## src/rtl/hazard_ctrl.sv

```systemverilog
// rtl/hazard_ctrl.sv - pipeline hazard controller: stalls, bubbles, MDU wait FSM, watchdog, stall counter
//
// Purpose: drives the enable/flush controls of the PC and the IF/ID, ID/EX,
// EX/MEM and MEM/WB pipeline registers. Handles data-memory stalls, multi-cycle
// MDU ops, EX-stage redirects and load-use hazards, in that priority order.
//
// Ports:
//   clk, reset                 clock, synchronous active-high reset
//   id_rs1, id_rs2             ID-stage source register indices
//   id_use_rs1, id_use_rs2     ID instruction actually reads rs1 / rs2
//   ex_rd, ex_is_load          EX-stage destination register and load flag
//   ex_redirect                EX resolved a taken branch/jump or mispredict
//   ex_mdu_valid, mdu_done     MDU op in EX / MDU result valid this cycle
//   mem_stall                  data memory not ready, freeze everything
//   *_en, *_flush              stage register enables and bubble clears
//   stall_cycles               saturating count of cycles with pc_en=0
//   mdu_fault                  sticky MDU watchdog error
module hazard_ctrl #(
  parameter int REG_W       = 5,
  parameter int MDU_TIMEOUT = 64,
  parameter int PERF_W      = 32
) (
  input  logic              clk,
  input  logic              reset,
  input  logic [REG_W-1:0]  id_rs1,
  input  logic [REG_W-1:0]  id_rs2,
  input  logic              id_use_rs1,
  input  logic              id_use_rs2,
  input  logic [REG_W-1:0]  ex_rd,
  input  logic              ex_is_load,
  input  logic              ex_redirect,
  input  logic              ex_mdu_valid,
  input  logic              mdu_done,
  input  logic              mem_stall,
  output logic              pc_en,
  output logic              ifid_en,
  output logic              idex_en,
  output logic              exmem_en,
  output logic              memwb_en,
  output logic              ifid_flush,
  output logic              idex_flush,
  output logic              exmem_flush,
  output logic              memwb_flush,
  output logic [PERF_W-1:0] stall_cycles,
  output logic              mdu_fault
);

  localparam int WD_W = (MDU_TIMEOUT > 1) ? $clog2(MDU_TIMEOUT) : 1;

  typedef enum logic {
    RUN      = 1'b0,
    MDU_WAIT = 1'b1
  } state_t;

  state_t              state_q;
  logic [WD_W-1:0]     wd_cnt_q;
  logic [PERF_W-1:0]   stall_cycles_q;
  logic [PERF_W-1:0]   stall_cycles_d;
  logic                mdu_fault_q;
  // Set for the RUN cycle that follows a watchdog abort, so the stuck MDU
  // instruction is let through instead of restarting the wait.
  logic                wd_release_q;

  logic                load_use;
  logic                mdu_stall;
  logic                wd_expire;

  always_comb begin
    load_use = ex_is_load && (ex_rd != '0) &&
               ((id_use_rs1 && (id_rs1 == ex_rd)) ||
                (id_use_rs2 && (id_rs2 == ex_rd)));

    if (state_q == MDU_WAIT) begin
      mdu_stall = !mdu_done;
    end else begin
      mdu_stall = ex_mdu_valid && !mdu_done && !wd_release_q;
    end

    wd_expire = (state_q == MDU_WAIT) && !mdu_done &&
                (wd_cnt_q == WD_W'(MDU_TIMEOUT - 1));
  end

  always_comb begin
    pc_en       = 1'b1;
    ifid_en     = 1'b1;
    idex_en     = 1'b1;
    exmem_en    = 1'b1;
    memwb_en    = 1'b1;
    ifid_flush  = 1'b0;
    idex_flush  = 1'b0;
    exmem_flush = 1'b0;
    memwb_flush = 1'b0;

    if (reset) begin
      pc_en       = 1'b0;
      ifid_en     = 1'b0;
      idex_en     = 1'b0;
      exmem_en    = 1'b0;
      memwb_en    = 1'b0;
      ifid_flush  = 1'b1;
      idex_flush  = 1'b1;
      exmem_flush = 1'b1;
      memwb_flush = 1'b1;
    end else if (mem_stall) begin
      // Whole pipe frozen; WB gets a bubble so a retired instr is not re-written.
      pc_en       = 1'b0;
      ifid_en     = 1'b0;
      idex_en     = 1'b0;
      exmem_en    = 1'b0;
      memwb_en    = 1'b0;
      memwb_flush = 1'b1;
    end else if (mdu_stall) begin
      pc_en       = 1'b0;
      ifid_en     = 1'b0;
      idex_en     = 1'b0;
      exmem_flush = 1'b1;
    end else if (ex_redirect) begin
      ifid_flush  = 1'b1;
      idex_flush  = 1'b1;
    end else if (load_use) begin
      pc_en       = 1'b0;
      ifid_en     = 1'b0;
      idex_flush  = 1'b1;
    end
  end

  always_comb begin
    stall_cycles_d = stall_cycles_q;
    if (!pc_en && (stall_cycles_q != '1)) begin
      stall_cycles_d = stall_cycles_q + PERF_W'(1);
    end
  end

  always_ff @(posedge clk) begin
    if (reset) begin
      state_q        <= RUN;
      wd_cnt_q       <= '0;
      stall_cycles_q <= '0;
      mdu_fault_q    <= 1'b0;
      wd_release_q   <= 1'b0;
    end else begin
      stall_cycles_q <= stall_cycles_d;
      // mem_stall freezes the FSM so an MDU op in EX is re-evaluated next cycle.
      if (!mem_stall) begin
        case (state_q)
          RUN: begin
            wd_cnt_q <= '0;
            if (wd_release_q) begin
              wd_release_q <= 1'b0;
            end else if (ex_mdu_valid && !mdu_done) begin
              state_q <= MDU_WAIT;
            end
          end
          MDU_WAIT: begin
            if (mdu_done) begin
              state_q  <= RUN;
              wd_cnt_q <= '0;
            end else if (wd_expire) begin
              state_q      <= RUN;
              wd_cnt_q     <= '0;
              mdu_fault_q  <= 1'b1;
              wd_release_q <= 1'b1;
            end else begin
              wd_cnt_q <= wd_cnt_q + WD_W'(1);
            end
          end
          default: begin
            state_q  <= RUN;
            wd_cnt_q <= '0;
          end
        endcase
      end
    end
  end

  assign stall_cycles = stall_cycles_q;
  assign mdu_fault    = mdu_fault_q;

endmodule

```

## config.mk

```make
export PLATFORM = sky130hd
export DESIGN_NAME = hazard_ctrl
export DESIGN_NICKNAME = d
export VERILOG_FILES = /design/src/rtl/hazard_ctrl.sv
export SDC_FILE = /design/constraint.sdc
export NUM_CORES = 1
export LEC_CHECK = 0
export ABC_AREA = 1
export BUFFER_PORTS_ARGS = -buffer_cell sky130_fd_sc_hd__buf_2
export CAP_MARGIN = 5
export CORE_MARGIN = 2
export CORE_UTILIZATION = 40
export CTS_BUF_LIST = sky130_fd_sc_hd__clkbuf_16
export DETAILED_ROUTE_END_ITERATION = 7
export GPL_TIMING_DRIVEN = 0
export PLACE_DENSITY_LB_ADDON = 0.3
export REMOVE_ABC_BUFFERS = 1
export SYNTH_ARGS = -nofsm -noshare
export SYNTH_HDL_FRONTEND = slang
export SYNTH_SLANG_ARGS = --single-unit
export TNS_END_PERCENT = 5
```

## constraint.sdc

```tcl
create_clock -name clk -period 1.9 [get_ports clk]
set_input_delay 0.095 -clock clk [delete_from_list [all_inputs] [get_ports clk]]
set_output_delay 0.095 -clock clk [all_outputs]
set_load 0.01 [all_outputs]
```

# After elaboration in Yosys (flattened, before gate mapping)
# Index checks and enable logic that the tools add are counted.
# W data, S select, Z words.
# word_totals
register_bits	41
latchBits	0
mem_bits_rw	0
mem_bits_ro	0
inputBits	24
output_inout_bits	42
memories	0
# op_classes
addsub	2
n_mul	0
n_div	0
magnitude_cmp	0
n_eq_ne	6
shift	0
n_mux	36
n_bitwise	3
reduce_logical	16
# ops
cell	n
$add A32 B1 Y32 const B	1
$ne A32 B32 Y1 const B	1
$mux W1	31
$mux W6	2
$pmux W6 S2	1
$eq A5 B5 Y1	2
$logic_and A1 B1 Y1	9
$add A6 B1 Y6 const B	1
$eq A6 B6 Y1 const B	1
$reduce_bool A5 Y1	1
$pmux W1 S2	2
$reduce_and A4 Y1	1
$logic_not A1 Y1	3
$not A1 Y1	3
$reduce_and A3 Y1	1
$ne A2 B1 Y1 const B	1
$ne A2 B2 Y1 const B	1
$logic_or A1 B1 Y1	1

# Longest topological paths before layout
# Gate-level depths: netlist (run 1).
# depth
depth_word	11
depth_mapped	12
ltp_nobuf	11

# Worst setup path before layout (run 1)
# No wires, ideal clock.
# synth_timing
kind	register -> register
startpoint	register stall_cycles_q[0], in the netlist stall_cycles[0]
endpoint	register stall_cycles_q[12], in the netlist stall_cycles[12]
setup_time_ns	0.132
arrival_time_ns	1.713
required_ns	1.768
slack_ns	0.055
path_stages_with_launch	10
n_path_buf	1
synth_period_minus_slack_ns	1.845
path_cell_list	dfxtp_1 -> ha_1 -> nand3_2 -> nor2_4 -> nand3_1 -> nor2_2 -> nand3_2 -> clkbuf_1 -> nand3_1 -> a21oi_1
# synth_between
elab_chain_len	2
elab_cells_between_ends	3
# synth_rtl
element	line	rtl
from (decl)	57	logic [PERF_W-1:0] stall_cycles_q;
from (signal assigned)	142	stall_cycles_q <= stall_cycles_d;
branches (longest 2 deep; another with $add A32 B1 Y32)	n/a	
# Several ways; the timed one is not identified.
# A chain may end at the register's enable or synchronous reset.

# Final worst setup path (run 1)
# layout_timing
startpoint	register stall_cycles_q[25], in the netlist stall_cycles[25]
endpoint	register stall_cycles_q[26], in the netlist stall_cycles[26]
# The elaborated chain is that of the path after synthesis.

==> results of run 1 <==
-- area by class of cell --
class	instances	area share (%)
multi-input cells	367	52.4
flip-flops and latches	41	23.7
repair buffers	71	11.0
inverters	53	5.64
clock buffers	5	3.55
well taps	96	3.40
clock inverters	3	0.355
-- kinds of logic after synthesis --
kind of cell | Yosys count
compound gates | 45
simple gates | 301
buf+inv | 69
xor+xnor | 16
fa+ha+maj | 2
flops | 41
-- cells in the final DEF, fill, tap and decap left out --
master,n
a21oi_1,36
a31oi_1,1
and3_1,1
buf_12,1
buf_2,65
buf_4,4
buf_6,1
clkbuf_16,5
clkinv_1,2
clkinv_2,1
dfxtp_1,30
dfxtp_2,10
dfxtp_4,1
ha_1,1
ha_4,1
inv_1,53
nand2_1,156
nand2_8,3
nand3_1,50
nand3_2,1
nand3_4,4
nand3b_1,7
nand4_1,8
nor2_1,54
nor2_2,3
nor2_4,2
nor3_1,11
nor3_4,3
nor4_1,1
o211ai_1,1
o21ai_0,6
o21bai_1,1
xnor2_1,2
xor2_1,14
-- metal layers --
| metal | GRT usage, % | vias up | wire (µm) |
|---|---|---|---|
| met5 | 0 | - | 0 |
| met1 | 27.4 | 1429 | 3750 |
| met4 | 5.87 | 0 | 106 |
| met2 | 35.6 | 75 | 3820 |
| met3 | 3.58 | 10 | 400 |
| li1 | - | 1648 | - |
-- worst min-delay path by stage --
stage,start,end,depth (start not counted)
6_report,mem_stall,wd_cnt_q[1],3
3_3_place_gp,mem_stall,wd_cnt_q[1],3
3_5_place_dp,mem_stall,wd_cnt_q[1],3
2_1_floorplan,reset,mdu_fault,1
5_1_grt,mem_stall,wd_cnt_q[1],3
4_1_cts,mem_stall,wd_cnt_q[1],3
-- worst min-delay path, stage by stage --
cell     delay, ns
buf_2         0.14
nand2_1       0.06
a21oi_1       0.05
-- stage by stage --
step	hold slack, ns	total power [mW]	utilization (%)
after floorplan	0.164	0.998	-
after global placement	0.404	1.08	46.5
after detailed placement	0.410	1.08	46.5
after CTS	0.113	1.90	50.5
after global routing	0.132	1.98	51.9
final	0.106	1.90	51.9
-- power by group --
part	internal [mW]	switching, mW
sequential	0.870	0.0158
clock	0.475	0.347
combinational	0.0708	0.124
-- synth_stat cells, drive strengths merged --
master / n
a21oi: 36
a31oi: 1
and3: 1
buf: 9
clkbuf: 7
dfxtp: 41
ha: 2
inv: 53
nand2: 158
nand3: 53
nand3b: 7
nand4: 8
nor2: 59
nor3: 14
nor4: 1
o211ai: 1
o21ai: 6
o21bai: 1
xnor2: 2
xor2: 14
-- state kept, by name, summed over array words and instances, names as in the netlist --
signal	count
mdu_fault	1
state_q	1
wd_release_q	1
stall_cycles	32
wd_cnt_q	6
-- timing repair --
item | CTS | global route
endpoints found under the hold margin | 0 | 0
buffers inserted | 4 | 2
pin swaps | 2 | 5
setup endpoints to repair | 34 | 34
gates resized for setup | 17 | 17
cloned | 2 | 1
==> out/qor.txt, run 1 <==
Area delta synth->final: 25.8%
Core area: 0.00679 mm²
Total wire length: 8.08 mm
Worst slew margin: 58.1%
Initial Util: 41.3%
First-pass DRT Iterations: 4
Final TNS setup: 0 ns
Mux share of post-synthesis cell area: 0%
Synth top area share: 29.3%
Register area: 837 µm²
Synth Area in Simple Gates: 46.2%
CTS tree: built
DP Worst Slack: -1.04 ns
GR Overflow Total: 0
Final Hold Viols: 0
H-tree depth: 2
Maximum vdd drop: 0.376 mV
Gp weighted congestion: 0.939
Routed len/inst: 12.7 µm
Type of origin of the critical path: flop
Slew @ Worst Pin: 0.628 ns
PortBufs: 65
Length in cells of the worst reg-to-reg path: 9
Power Dens Cells: 539 mW/mm²
Antenna Violating Nets Remaining: 0
Setup crit end kind: flop
Crit path depth: 9
Root cell of the clock tree: clkbuf_16
FP Rows: 30
Skew-Pair Late Insertion Delay: 0.29 ns
Crit path max fanout: 15
XOR/XNOR Fraction of Synth Area: 5.00%
Final Skew: 0.00360 ns
Clk buf depth: 2
Register area share after synthesis: 29.3%
Die Span Y: 87.7 µm
Max-slew violation count: 0
Final Cell Area: 0.00353 mm²
Ports: 66
Setup WS post-layout: 0.0559 ns
Ant. Diodes: 0
Final period utilization: 97.1%
Max Clk Rate: 542 MHz
Cell taking the most area after synthesis: dfxtp_1
Post-synthesis adder-cell area fraction: 0.892%
Clk sinks: 41
Critical path arrival: 2.05 ns
Starting DRT DRC Count: 242
Outcome: complete, no violations
Dpl cells: 619
GR Util All Layers: 21.0%
Min-delay worst type: primary input to flop
Die X: 87.7 µm
DR vias/cell: 4.97
RSZ-0062 raised after global routing: true
Clk pin slew, worst setup/hold paths: 0.06 ns
Fin crit period: 1.84 ns
# hold bufs at CTS: 0
Syn Inst Count: 474
# Max-Cap Violations: 0
Area taken by multi-input logic gates: 0.00185 mm²
Fill cell count: 687
Req. time, crit path: 2.10 ns
Synth top area cells: dfxtp_1, nand2_1, nand3_1
Flop and latch count out of synthesis: 41
Vias in the first global route: 2826
Final #Nets: 565
CP startpoint: stall_cycles[25]
Mapped cell area: 0.00281 mm²
WP buf/inv: 1
Synth Area in Compound Gates: 8.25%
Area post-placement: 0.00316 mm²
Vias: 3162
Hpwl dp: 5.46 mm
CP Class: flop to flop
First-pass GRT wire length: 12.9 mm
Yosys warns: 0
Post-Layout Cell Count: 636
Max stage delay on crit path: 0.39 ns
Crit path to: stall_cycles[26]
Syn Area/Cell: 5.92 µm²
Reg2reg end: stall_cycles[26]
DRC: 0
Pleak: 1.57 nW
Largest net degree at the start of global routing: 38
Combinational family with the most area after synthesis: simple AND/OR/NAND/NOR gates
Reg2Reg Setup Slack: 0.06 ns
Layout cell share with drive strength beyond 1: 19.4%
Reg-to-Reg Start: stall_cycles[25]
Crit path cell chain: nand3_1 -> nor2_2 -> nand2_1 -> nor3_4 -> nand3_4 -> buf_4 -> nand2_8 -> nand2_1 -> a21oi_1
Cell variety after synth: 28
Die area: 0.00770 mm²
Inserted Clock Buffers: 5
Cell mode on critical path: nand2_1
Initial antenna violation count: 0
Final setup viols: 0
Worst path top cell family by delay: simple AND/OR/NAND/NOR gates
CP max stage cell: dfxtp_2
No activity file was read; power rests on OpenSTA's default activity.
==> run 2: changes to the inputs <==
--- a/config.mk
+++ b/config.mk
@@ -8,8 +8,10 @@
 export ABC_AREA = 1
 export BUFFER_PORTS_ARGS = -buffer_cell sky130_fd_sc_hd__buf_2
 export CAP_MARGIN = 5
+export CELL_PAD_IN_SITES_DETAIL_PLACEMENT = 1
+export CELL_PAD_IN_SITES_GLOBAL_PLACEMENT = 2
 export CORE_MARGIN = 2
-export CORE_UTILIZATION = 40
+export CORE_UTILIZATION = 25
 export CTS_BUF_LIST = sky130_fd_sc_hd__clkbuf_16
 export DETAILED_ROUTE_END_ITERATION = 7
 export GPL_TIMING_DRIVEN = 0
==> run 2 against run 1 <==
  * Worst setup slack got worse by 0.019 ns
  * Global-route usage is 2.8 points lower
  * Register-to-register slack got worse by 0.02 ns
  * Worst hold slack improved by 0.0079 ns
  * Maximum frequency shrank 1.0%
  * Total power is 0.49% higher
  * Clock power is 2% lower
  * Final cell count is 9.3% higher
  * Critical path type unchanged
  * Critical endpoint is now stall_cycles[19]
  * Non-clock buffer count is 13 higher
  * Sequential power is 2% lower
  * Clock skew grew 0.0051 ns
==> out/qor.txt, run 2 (synthesized netlist as in run 1, its figures left out) <==
Outcome: complete, no violations
Max FFs per register: 32
Most frequent cells in the layout: nand2_1, buf_2, inv_1, nor2_1, nand3_1
Worst slew margin: 52.1%
PortBufs: 65
Routed len/inst: 15.5 µm
Type of origin of the critical path: flop
RSZ-0062 raised after global routing: true
Req. time, crit path: 2.04 ns
Skew-Pair Late Insertion Delay: 0.29 ns
Gp weighted congestion: 0.861
GR Util All Layers: 18.2%
Reg2reg end: stall_cycles[19]
Total wire length: 10.8 mm
Area delta synth->final: 36.7%
Vias in the first global route: 3350
Final setup viols: 0
Setup crit end kind: flop
Die area: 0.0121 mm²
Crit path max fanout: 6
Reg2Reg Setup Slack: 0.04 ns
Crit path to: stall_cycles[19]
Power, Total: 1.91 mW
Min-delay worst type: primary input to flop
CP Class: flop to flop
Vias: 3373
Reg-to-Reg Start: stall_cycles[18]
Initial Util: 25.8%
# Max-Cap Violations: 0
Dpl cells: 663
Pleak: 1.70 nW
Final #Nets: 581
Final Skew: 0.00872 ns
Inserted Clock Buffers: 5
Clk pin slew, worst setup/hold paths: 0.06 ns
Hold WS: 0.114 ns
CTS tree: built
Largest net degree at the start of global routing: 39
Ports: 66
Final Hold Viols: 0
Ant. Diodes: 0
Antenna Violating Nets Remaining: 0
Clk buf depth: 2
DR vias/cell: 4.85
Final period utilization: 98.1%
Post-Layout Cell Count: 695
Commonest non-fill, non-tap cell in the layout: nand2_1
Layout cell share with drive strength beyond 1: 24.3%
Initial antenna violation count: 0
Length in cells of the worst reg-to-reg path: 8
Fin crit period: 1.86 ns
Starting DRT DRC Count: 83
Critical path arrival: 2.00 ns
Clk sinks: 41
First-pass DRT Iterations: 4
Root cell of the clock tree: clkbuf_16
Max Clk Rate: 537 MHz
CP startpoint: stall_cycles[18]
FP Rows: 38
Maximum vdd drop: 0.299 mV
Power Dens Cells: 499 mW/mm²
First-pass GRT wire length: 16.8 mm
GR Overflow Total: 0
H-tree depth: 2
Max-slew violation count: 0
DRC: 0
Die X: 110 µm
Die Span Y: 110 µm
Slew @ Worst Pin: 0.718 ns
Hpwl dp: 7.07 mm
Core area: 0.0109 mm²
[run 2: cell count changes in the layout (fill, tap and decap cells not counted), moves of 3 or more]
cell	change
dfxtp_4	+10
buf_4	+8
dfxtp_1	-5
dfxtp_2	-5
buf_6	+4
nor2_1	-4
nand2_4	+3
nor2_2	+3
[run 2: routing by layer]
metal / up-vias / track usage [%] / wire [µm]
met5: - / 0 / 0
met4: 0 / 6.24 / 179
met3: 15 / 3.91 / 457
met2: 63 / 32.4 / 5440
met1: 1612 / 21.3 / 4680
li1: 1683 / - / -
[run 2: stage by stage]
step                utilization (%)  setup WS [ns]  setup TNS (ns)  area, µm²
floorplan                         -         -0.436          -13.21       2710
finish                         35.2         0.0367               0       3830
global route                   35.2        -0.0603          -0.471       3830
CTS                            33.3       -0.00830         -0.0119       3630
global placement               29.5          -1.27          -38.62       3210
detailed placement             29.5          -1.34          -39.92       3210
[run 2: area by class of cell]
| class | instances | area (µm²) |
|---|---|---|
| Timing Repair Buffer | 84 | 512 |
| Clock buffer | 5 | 125 |
| Sequential cell | 41 | 868 |
| Inverter | 53 | 199 |
| Fill cell | 1438 | 7050 |
| Multi-Input combinational cell | 370 | 1950 |
| Clock inverter | 2 | 7.51 |
| Tap cell | 140 | 175 |
[run 2: where the power goes]
part / internal (mW) / switching (mW)
combinational: 0.0832 / 0.150
sequential: 0.857 / 0.0150
clock: 0.470 / 0.337
total: 1.41 / 0.501
[run 2: timing repair]
item	4_1_cts	5_1_grt
hold endpoints to repair	0	0
endpoints found under the setup margin	34	35
hold buffers	0	0
setup buffers	10	9
gates cloned	4	2
resized for setup	35	33
pin swaps	7	11
[run 2: worst min path at each step]
stage / depth (start not counted) / slack (ns) / startpoint / endpoint
6_report: 4 / 0.11 / mdu_done / wd_cnt_q[1]
5_1_grt: 4 / 0.13 / mdu_done / wd_cnt_q[1]
4_1_cts: 3 / 0.12 / mem_stall / wd_cnt_q[1]
3_5_place_dp: 3 / 0.42 / mem_stall / wd_cnt_q[1]
3_3_place_gp: 3 / 0.41 / mem_stall / wd_cnt_q[1]
2_1_floorplan: 1 / 0.16 / reset / mdu_fault
[run 2: worst max-delay path, cell delays in order (launching register included)]
cell and delay, ns:
dfxtp_2 0.40, nand2_1 0.09, inv_1 0.10, nand4_1 0.22, nor2_4 0.27, nand3_4 0.27, buf_6 0.22, nand3_1 0.07
a21oi_1 0.07
==> run 3: changes to the inputs <==
--- a/config.mk
+++ b/config.mk
@@ -6,14 +6,13 @@
 export NUM_CORES = 1
 export LEC_CHECK = 0
 export ABC_AREA = 1
-export BUFFER_PORTS_ARGS = -buffer_cell sky130_fd_sc_hd__buf_2
 export CAP_MARGIN = 5
 export CELL_PAD_IN_SITES_DETAIL_PLACEMENT = 1
 export CELL_PAD_IN_SITES_GLOBAL_PLACEMENT = 2
-export CORE_MARGIN = 2
-export CORE_UTILIZATION = 25
+export CORE_UTILIZATION = 29
 export CTS_BUF_LIST = sky130_fd_sc_hd__clkbuf_16
 export DETAILED_ROUTE_END_ITERATION = 7
+export DONT_BUFFER_PORTS = 1
 export GPL_TIMING_DRIVEN = 0
 export PLACE_DENSITY_LB_ADDON = 0.3
 export REMOVE_ABC_BUFFERS = 1
==> run 3 against run 2 <==
  * Global-route usage grew 3.3 points
  * Clock skew down 0.0033 ns
  * Final cell count fell by 10%
  * Critical path depth did not move
  * Clock power is 40% higher
  * Critical path type unchanged
  * Largest power group is now clock
==> out/qor.txt, run 3 (synthesized netlist as in run 1, its figures left out) <==
Max-slew violation count: 0
PortBufs: 0
Worst slew margin: 68.8%
Fill cell count: 1235
Maximum vdd drop: 0.349 mV
Routed len/inst: 16.8 µm
Inserted Clock Buffers: 5
Core area: 0.00928 mm²
Reg-to-Reg Start: stall_cycles[18]
Hpwl dp: 6.53 mm
Clk buf depth: 2
Initial Util: 30.2%
Gp weighted congestion: 0.830
FP Rows: 35
Fin crit period: 1.84 ns
Final period utilization: 96.9%
Clk pin slew, worst setup/hold paths: 0.07 ns
Critical path arrival: 2.06 ns
Vias in the first global route: 3358
H-tree depth: 2
GR Util All Layers: 21.5%
Die area: 0.0101 mm²
Ports: 66
CP Class: flop to flop
Starting DRT DRC Count: 68
Max stage delay on crit path: 0.42 ns
CTS tree: built
DP Worst Slack: -1.45 ns
Slew @ Worst Pin: 0.464 ns
Final Hold Viols: 0
Vias: 3168
Hold Path Cell Cnt: 3
Die X: 100 µm
Hold Path End: mdu_fault
Most frequent cells in the layout: nand2_1, inv_1, nor2_1, nand3_1, a21oi_1
Area delta synth->final: 28.5%
Hold path start: mdu_done
Hold WS: 0.0429 ns
Post-layout util: 38.8%
Min-delay worst type: primary input to flop
Pleak: 1.40 nW
Ant. Diodes: 0
Dpl cells: 587
Type of origin of the critical path: flop
CP max stage cell: dfxtp_2
Post-Layout Cell Count: 623
First-pass GRT wire length: 16.9 mm
DRC: 0
Crit path cell chain: nand2_1 -> inv_1 -> nand4_1 -> nor2_4 -> nand3_4 -> nand2_4 -> nand2_1 -> a21oi_1
Antenna Violating Nets Remaining: 0
Cell mode on critical path: nand2_1
Skew-Pair Late Insertion Delay: 0.29 ns
Area post-placement: 0.00287 mm²
RSZ-0062 raised after global routing: true
Max FFs per register: 32
CP startpoint: stall_cycles[18]
Length in cells of the worst reg-to-reg path: 8
Die Span Y: 100 µm
Reg2reg end: stall_cycles[15]
Clk sinks: 41
First-pass DRT Iterations: 4
Root cell of the clock tree: clkbuf_16
Outcome: complete, no violations
# Max-Cap Violations: 0
Crit path max fanout: 7
DR vias/cell: 5.09
Register area: 876 µm²
Largest net degree at the start of global routing: 39
Final #Nets: 519
Req. time, crit path: 2.12 ns
Layout cell share with drive strength beyond 1: 19.2%
Total wire length: 10.5 mm
Setup crit end kind: flop
Initial antenna violation count: 0
Power Dens Cells: 607 mW/mm²
Area taken by multi-input logic gates: 0.00199 mm²
Max Clk Rate: 543 MHz
Commonest non-fill, non-tap cell in the layout: nand2_1
Reg2Reg Setup Slack: 0.06 ns
GR Overflow Total: 0
Final Skew: 0.00544 ns
Final Cell Area: 0.00360 mm²
Final setup viols: 0
Setup WS post-layout: 0.0593 ns
run 3: layout make-up:
cell class                 count  share of cell area, %
multi-input combinational    370                   55.3
sequential                    41                   24.3
timing repair buffer          22                   5.17
clock buffer                   5                   3.47
inverter                      53                   5.52
clock inverter                 3                   1.80
tap                          129                   4.48
run 3: report_power, final:
group          switching [mW]  internal (mW)  leakage (nW)
registers              0.0218          0.857         0.345
logic                   0.122         0.0576         0.966
clock network           0.377          0.751        0.0938
run 3: metal layers:
layer,wire [µm],GRT usage (%),part of all wire (%)
met1,4450,24.9,42
met2,5130,37.9,49
met3,589,5.01,5.6
met4,299,8.58,2.9
met5,0,0,0
run 3: worst max path at each step:
| stage | to | cells past startpoint |
|---|---|---|
| after floorplan | stall_cycles[10] | 9 |
| after global placement | stall_cycles[27] | 9 |
| after detailed placement | stall_cycles[17] | 9 |
| after CTS | stall_cycles[10] | 9 |
| after global routing | stall_cycles[17] | 8 |
| final | stall_cycles[15] | 8 |
run 3: critical path, delay by kind of cell (launching register included):
family          cells  cell delay, ns
buf+inv             1            0.10
compound gates      1            0.11
simple gates        6            1.14
flops               1            0.42
run 3: through the flow:
| step | power, mW | TNS, ns |
|---|---|---|
| 3_3_place_gp | 1.03 | -40.97 |
| 3_5_place_dp | 1.03 | -43.83 |
| 4_1_cts | 2.20 | -0.301 |
| 6_report | 2.19 | 0 |
| 5_1_grt | 2.29 | -1.68 |
| 2_1_floorplan | 0.998 | -13.21 |
run 3: repair_timing:
action                     4_1_cts  5_1_grt
cloned                           4        2
setup endpoints to repair       34       35
pin swaps                        5       11
hold endpoints to repair        34       32
hold buffers                     2        1
buffers inserted                 9       10
gates resized for setup         39       46
